==> config.mk <==
export PLATFORM = sky130hd
export DESIGN_NAME = gate_round_ctrl
export DESIGN_NICKNAME = d
export VERILOG_FILES = /design/src/rtl/gate_round_ctrl.sv
export SDC_FILE = /design/constraint.sdc
export NUM_CORES = 1
export LEC_CHECK = 0
export BUFFER_PORTS_ARGS = -buffer_cell sky130_fd_sc_hd__buf_4
export CAP_MARGIN = 20
export CORE_MARGIN = 5
export CORE_UTILIZATION = 53
export CTS_CLUSTER_SIZE = 30
export DETAILED_ROUTE_END_ITERATION = 16
export GPL_TIMING_DRIVEN = 0
export PLACE_DENSITY = 0.75
export SLEW_MARGIN = 10
export SYNTH_ARGS = -nofsm -noshare
export SYNTH_HDL_FRONTEND = slang
export SYNTH_SLANG_ARGS = --single-unit
==> constraint.sdc <==
create_clock -name clk -period 2.6 [get_ports clk]
set_input_delay 0.52 -clock clk [delete_from_list [all_inputs] [get_ports clk]]
set_output_delay 0.52 -clock clk [all_outputs]
set_load 0.03 [all_outputs]
==> src/rtl/gate_round_ctrl.sv <==
// Round controller for the logic-gate guessing game: hides a target gate, evaluates the
// operand keys through it, and runs the select/confirm/miss-penalty round flow.
`timescale 1ns/1ps

module gate_round_ctrl #(
    parameter int N_GATES      = 8,
    parameter int BLANK_CYCLES = 25_000_000,
    parameter int IDX_W        = $clog2(N_GATES)
) (
    input  logic               clk,
    input  logic               resetn,
    input  logic               in1,
    input  logic               in2,
    input  logic               switch_select,
    input  logic               confirm_select,
    output logic               outwire,
    output logic [IDX_W-1:0]   selected_idx,
    output logic [IDX_W-1:0]   current_idx,
    output logic [N_GATES-1:0] completed,
    output logic               timer_en,
    output logic               vga_blankout,
    output logic               done,
    output logic [7:0]         miss_count
);

    localparam int               CNT_W      = (BLANK_CYCLES > 1) ? $clog2(BLANK_CYCLES) : 1;
    localparam logic [CNT_W-1:0] BLANK_LOAD = CNT_W'(BLANK_CYCLES - 1);
    localparam logic [IDX_W:0]   N_EXT      = N_GATES[IDX_W:0];
    localparam logic [IDX_W-1:0] LAST_IDX   = IDX_W'(N_GATES - 1);

    typedef enum logic [2:0] {
        S_IDLE,
        S_PICK,
        S_PLAY,
        S_BLANK,
        S_DONE
    } state_t;

    state_t             state, state_n;
    logic [IDX_W-1:0]   ptr, ptr_n;
    logic [IDX_W-1:0]   cur_n, sel_n;
    logic [N_GATES-1:0] comp_n;
    logic [7:0]         miss_n;
    logic [CNT_W-1:0]   blank_cnt, cnt_n;
    logic               timer_n, blank_n, done_n;

    logic [1:0] in1_sync, in2_sync;
    logic [2:0] sw_sync, cf_sync;
    logic       sw_press, cf_press;
    logic       op_a, op_b;

    logic [7:0]       lfsr;
    logic             lfsr_fb;
    logic [IDX_W-1:0] lfsr_idx, ptr_seed;

    function automatic logic [IDX_W-1:0] wrap_inc(input logic [IDX_W-1:0] x);
        return (x == LAST_IDX) ? '0 : x + 1'b1;
    endfunction

    function automatic logic gate_fn(input logic [2:0] g, input logic a, input logic b);
        case (g)
            3'd0:    return a & b;
            3'd1:    return a | b;
            3'd2:    return ~(a & b);
            3'd3:    return ~(a | b);
            3'd4:    return a ^ b;
            3'd5:    return ~(a ^ b);
            3'd6:    return ~a;
            default: return a;
        endcase
    endfunction

    // Keys idle high, so synchronisers reset to "released" and no press appears out of reset.
    always_ff @(posedge clk or negedge resetn) begin
        if (!resetn) begin
            in1_sync <= '1;
            in2_sync <= '1;
            sw_sync  <= '1;
            cf_sync  <= '1;
        end else begin
            in1_sync <= {in1_sync[0], in1};
            in2_sync <= {in2_sync[0], in2};
            sw_sync  <= {sw_sync[1:0], switch_select};
            cf_sync  <= {cf_sync[1:0], confirm_select};
        end
    end

    assign sw_press = ~sw_sync[1] & sw_sync[2];
    assign cf_press = ~cf_sync[1] & cf_sync[2];
    assign op_a     = ~in1_sync[1];
    assign op_b     = ~in2_sync[1];

    // x^8+x^6+x^5+x^4+1, free-running so the target order depends on when the player acts.
    assign lfsr_fb  = lfsr[7] ^ lfsr[5] ^ lfsr[4] ^ lfsr[3];
    assign lfsr_idx = lfsr[IDX_W-1:0];
    assign ptr_seed = ({1'b0, lfsr_idx} >= N_EXT) ? lfsr_idx - N_EXT[IDX_W-1:0] : lfsr_idx;

    always_ff @(posedge clk or negedge resetn) begin
        if (!resetn) lfsr <= 8'h01;
        else         lfsr <= {lfsr[6:0], lfsr_fb};
    end

    always_ff @(posedge clk or negedge resetn) begin
        if (!resetn) begin
            state        <= S_IDLE;
            ptr          <= '0;
            current_idx  <= '0;
            selected_idx <= '0;
            completed    <= '0;
            miss_count   <= '0;
            blank_cnt    <= '0;
            timer_en     <= 1'b0;
            vga_blankout <= 1'b0;
            done         <= 1'b0;
            outwire      <= 1'b0;
        end else begin
            state        <= state_n;
            ptr          <= ptr_n;
            current_idx  <= cur_n;
            selected_idx <= sel_n;
            completed    <= comp_n;
            miss_count   <= miss_n;
            blank_cnt    <= cnt_n;
            timer_en     <= timer_n;
            vga_blankout <= blank_n;
            done         <= done_n;
            outwire      <= gate_fn(3'(current_idx), op_a, op_b);
        end
    end

    always_comb begin
        state_n = state;
        ptr_n   = ptr;
        cur_n   = current_idx;
        sel_n   = selected_idx;
        comp_n  = completed;
        miss_n  = miss_count;
        cnt_n   = blank_cnt;
        timer_n = timer_en;
        blank_n = vga_blankout;
        done_n  = done;
        case (state)
            S_IDLE: begin
                if (sw_press || cf_press) begin
                    state_n = S_PICK;
                    ptr_n   = ptr_seed;
                    timer_n = 1'b1;
                end
            end
            // Linear probe from the random start to the next uncompleted gate.
            S_PICK: begin
                if (!completed[ptr]) begin
                    cur_n   = ptr;
                    state_n = S_PLAY;
                end else begin
                    ptr_n = wrap_inc(ptr);
                end
            end
            S_PLAY: begin
                if (cf_press) begin
                    if (selected_idx == current_idx) begin
                        comp_n[current_idx] = 1'b1;
                        if (&comp_n) begin
                            state_n = S_DONE;
                            timer_n = 1'b0;
                            done_n  = 1'b1;
                        end else begin
                            state_n = S_PICK;
                            ptr_n   = ptr_seed;
                        end
                    end else begin
                        if (miss_count != 8'hFF) miss_n = miss_count + 8'd1;
                        cnt_n   = BLANK_LOAD;
                        blank_n = 1'b1;
                        state_n = S_BLANK;
                    end
                end else if (sw_press) begin
                    sel_n = wrap_inc(selected_idx);
                end
            end
            S_BLANK: begin
                if (blank_cnt == '0) begin
                    state_n = S_PLAY;
                    blank_n = 1'b0;
                end else begin
                    cnt_n = blank_cnt - 1'b1;
                end
            end
            S_DONE: ;
            default: state_n = S_IDLE;
        endcase
    end

endmodule
==> flow_summary.json <==
{
  "maxCapViolations": 0,
  "outcome": "finished clean",
  "fmax_mhz": 408,
  "period_needed_ps": 2450,
  "netlist_area_um2": 3630,
  "grt_pass1_vias": 2687,
  "synth_compound_area_share_pct": 12.6,
  "cts.sinks": 75,
  "fillers": 537,
  "grt_max_degree": 76,
  "rsz0062_at_grt": "true",
  "crit_end": "blank_cnt[19]",
  "first_pass_iters": 4,
  "synth_mux_area_share_pct": 6.37,
  "tritoncts": "done",
  "synthAdderAreaFrac_pct": 3.10,
  "viasPerCell": 5.86,
  "synth_top_area_share_pct": 44.1,
  "holdWs_ps": 281,
  "root_buffer": "clkbuf_8",
  "crit_path_max_fanout": 9,
  "crit_path_max_incr_delay_ps": 540,
  "antenna_cells": 0,
  "pin_count": 32,
  "final-hold-violation-count": 0,
  "hp-class": "primary input to register",
  "power_mw": 3.98,
  "dp_slack_ps": -128,
  "dpl.cell_count": 450,
  "startpoint": "blank_cnt[6]",
  "path_clk_slew_ps": 80,
  "clkLatencyLatePin_ps": 340,
  "synthTopCellsByArea": "dfrtp_1 (44%), dfstp_2 (8.0%), mux2i_1 (3.6%)",
  "synth_cell_types": 49,
  "final_max_slew_viol_count": 0,
  "grt_usage_pct": 18.5,
  "r2r_end": "blank_cnt[19]",
  "io_buffers": 31,
  "power_density_nw_per_um2": 939,
  "synth_edf_count": 0,
  "cp.required_ps": 2880,
  "ys_async_sr_fraction_pct": 100,
  "vias": 2752,
  "relSlewSlack_pct": 34.1,
  "ys.flop_type": "dfrtp_1",
  "synth_xor_area_share_pct": 4.10,
  "finalSetupViolCount": 0,
  "synth_top_family_by_area": "simple AND/OR/NAND/NOR gates",
  "skew_ps": 9.69,
  "fin_ws_ps": 147,
  "path_cells": "or3_1 > buf_6 > or4_4 > or4_1 > or3_1 > nand3_1",
  "cpMostUsedCell": "or3_1",
  "synth-seq-area-share_pct": 52.0,
  "r2r_slack_ps": 150,
  "worst-r2r-cell-count": 6,
  "finalInstanceArea_um2": 4240,
  "cts_buffers": 9,
  "ys_warn_count": 0,
  "utilization_pct": 63.1,
  "start_kind": "register",
  "r2r_start": "blank_cnt[6]",
  "core_region_area_um2": 6720,
  "post-synth-top-area-cell": "dfrtp_1",
  "ir_drop_mv": 0.609,
  "ant_nets": 0,
  "placed_area_um2": 3970,
  "fin_crit_sh_pct": 94.3,
  "drt_iter0_markers": 156,
  "arrival_ps": 2730,
  "cp-end-kind": "register",
  "ys_ff_latch": 75,
  "rows": 30,
  "die_area_um2": 8610,
  "die_h_um": 92.8,
  "grt_overflow_total": 0,
  "crit_type": "register to register",
  "synthSimpleGateAreaFrac_pct": 19.0,
  "leakage_nw": 1.87,
  "synth_fp_nets": 353,
  "clockBufferDepth": 2,
  "drive_above_1_share_pct": 24.4,
  "final_nets": 400,
  "crit_slowest_cell": "or4_4",
  "stdcell_count": 470,
  "drt-total-wl_um": 7330,
  "gp_congestion": 0.821,
  "grt_pass1_wl_um": 12700,
  "syn_inst": 338,
  "die_x_um": 92.8,
  "start_util_pct": 54.1,
  "htreeDepth": 3,
  "post_drt_wl_per_cell_um": 15.6,
  "fin_tns_setup_ps": 0,
  "worst_pin_slew_ps": 980,
  "syn_avg_cell_area_um2": 10.8,
  "area_growth_pct": 16.6,
  "antenna_found_initial": 0,
  "drc_errors": 0,
  "dp_hpwl_um": 5080
}
-- cell type report --
cell class	count	area, um^2	share of cell area [%]
inverter	10	37.5	0.886
buffer	15	67.6	1.59
multi-input combinational	238	1660	39.2
sequential	75	1890	44.6
clock inverter	4	47.5	1.12
timing repair buffer	36	267	6.29
clock buffer	12	165	3.90
tap	80	100	2.36
-- cells in the final DEF, fill, tap and decap left out, drive strengths merged, types with 7 or more instances in the layout --
master,netlist,layout
mux2i,13,13
o21ai,20,20
buf,2,38
nand2,27,27
a21oi,16,16
nor2,16,16
nand2b,7,7
xnor2,9,9
mux2,7,7
and3,12,12
ha,9,9
dfrtp,64,64
inv,10,10
nor3,13,13
xor2,8,8
nand3,9,9
dfstp,11,11
clkbuf,13,25
-- synth_stat cells, types with 3 or more instances --
cell	n
or3_1	5
xnor2_1	9
nor4_1	3
or4_1	5
o311ai_0	3
a21oi_1	16
nor3b_1	3
dfstp_2	11
inv_1	10
a31o_2	6
and3_1	12
nand2b_1	7
ha_1	9
nor2_1	16
xor2_1	8
nor3_1	13
mux2_2	7
mux2i_1	13
o31ai_1	6
nand2_1	27
o21ai_0	20
nand3b_1	3
nand3_1	9
clkbuf_1	13
nand4_1	3
or2_2	4
dfrtp_1	64
a31oi_1	3
and4_1	3
-- worst min-delay path by stage --
stage | to | cells past startpoint | start | slack [ps]
after floorplan | blank_cnt[0] | 0 | resetn | 220
after global placement | lfsr[7] | 0 | lfsr[6] | 340
after detailed placement | in2_sync[1] | 0 | in2_sync[0] | 350
after CTS | in2_sync[0] | 1 | in2 | 270
after global routing | in2_sync[0] | 1 | in2 | 260
final | in2_sync[0] | 1 | in2 | 280
-- worst max-delay path: cells and delay by family (launching register included) --
kind          cells  cell delay (ps)
flops             1              420
buf+inv           1              150
simple gates      5             1820
-- logic make-up after synthesis --
logic type / count (synthesis)
and+or+nand+nor: 123
DFF: 75
buffers and inverters: 25
adders and majority gates: 9
muxes: 21
AOI/OAI and AO/OA: 68
xor gates and xnor gates: 17
-- metal layers --
metal | track usage [%] | up-vias | share of wire (%)
met4 | 7.69 | 0 | 1.5
met3 | 3.09 | 8 | 3.2
met1 | 26.7 | 1362 | 49
met2 | 27.5 | 51 | 47
li1 | - | 1331 | -
met5 | 0 | - | 0
-- flip-flops by register name, summed over array words and instances, names as in the netlist, 3 cells and up --
register / cells
selected_idx: 3
cf_sync: 3
state: 3
completed: 8
current_idx: 3
blank_cnt: 25
miss_count: 8
sw_sync: 3
ptr: 3
lfsr: 8
-- where the power goes --
| group | switching, mW | internal, mW |
|---|---|---|
| clock | 0.410 | 0.519 |
| combinational | 0.755 | 0.528 |
| sequential | 0.314 | 1.45 |
| total | 1.48 | 2.50 |
-- what timing repair did --
action,4_1_cts,5_1_grt
gates resized for setup,1,7
hold endpoints to repair,0,0
pin swaps,0,2
buffers inserted,0,4
endpoints found under the setup margin,10,25
hold buffers,0,0
No activity file was read; power rests on OpenSTA's default activity.
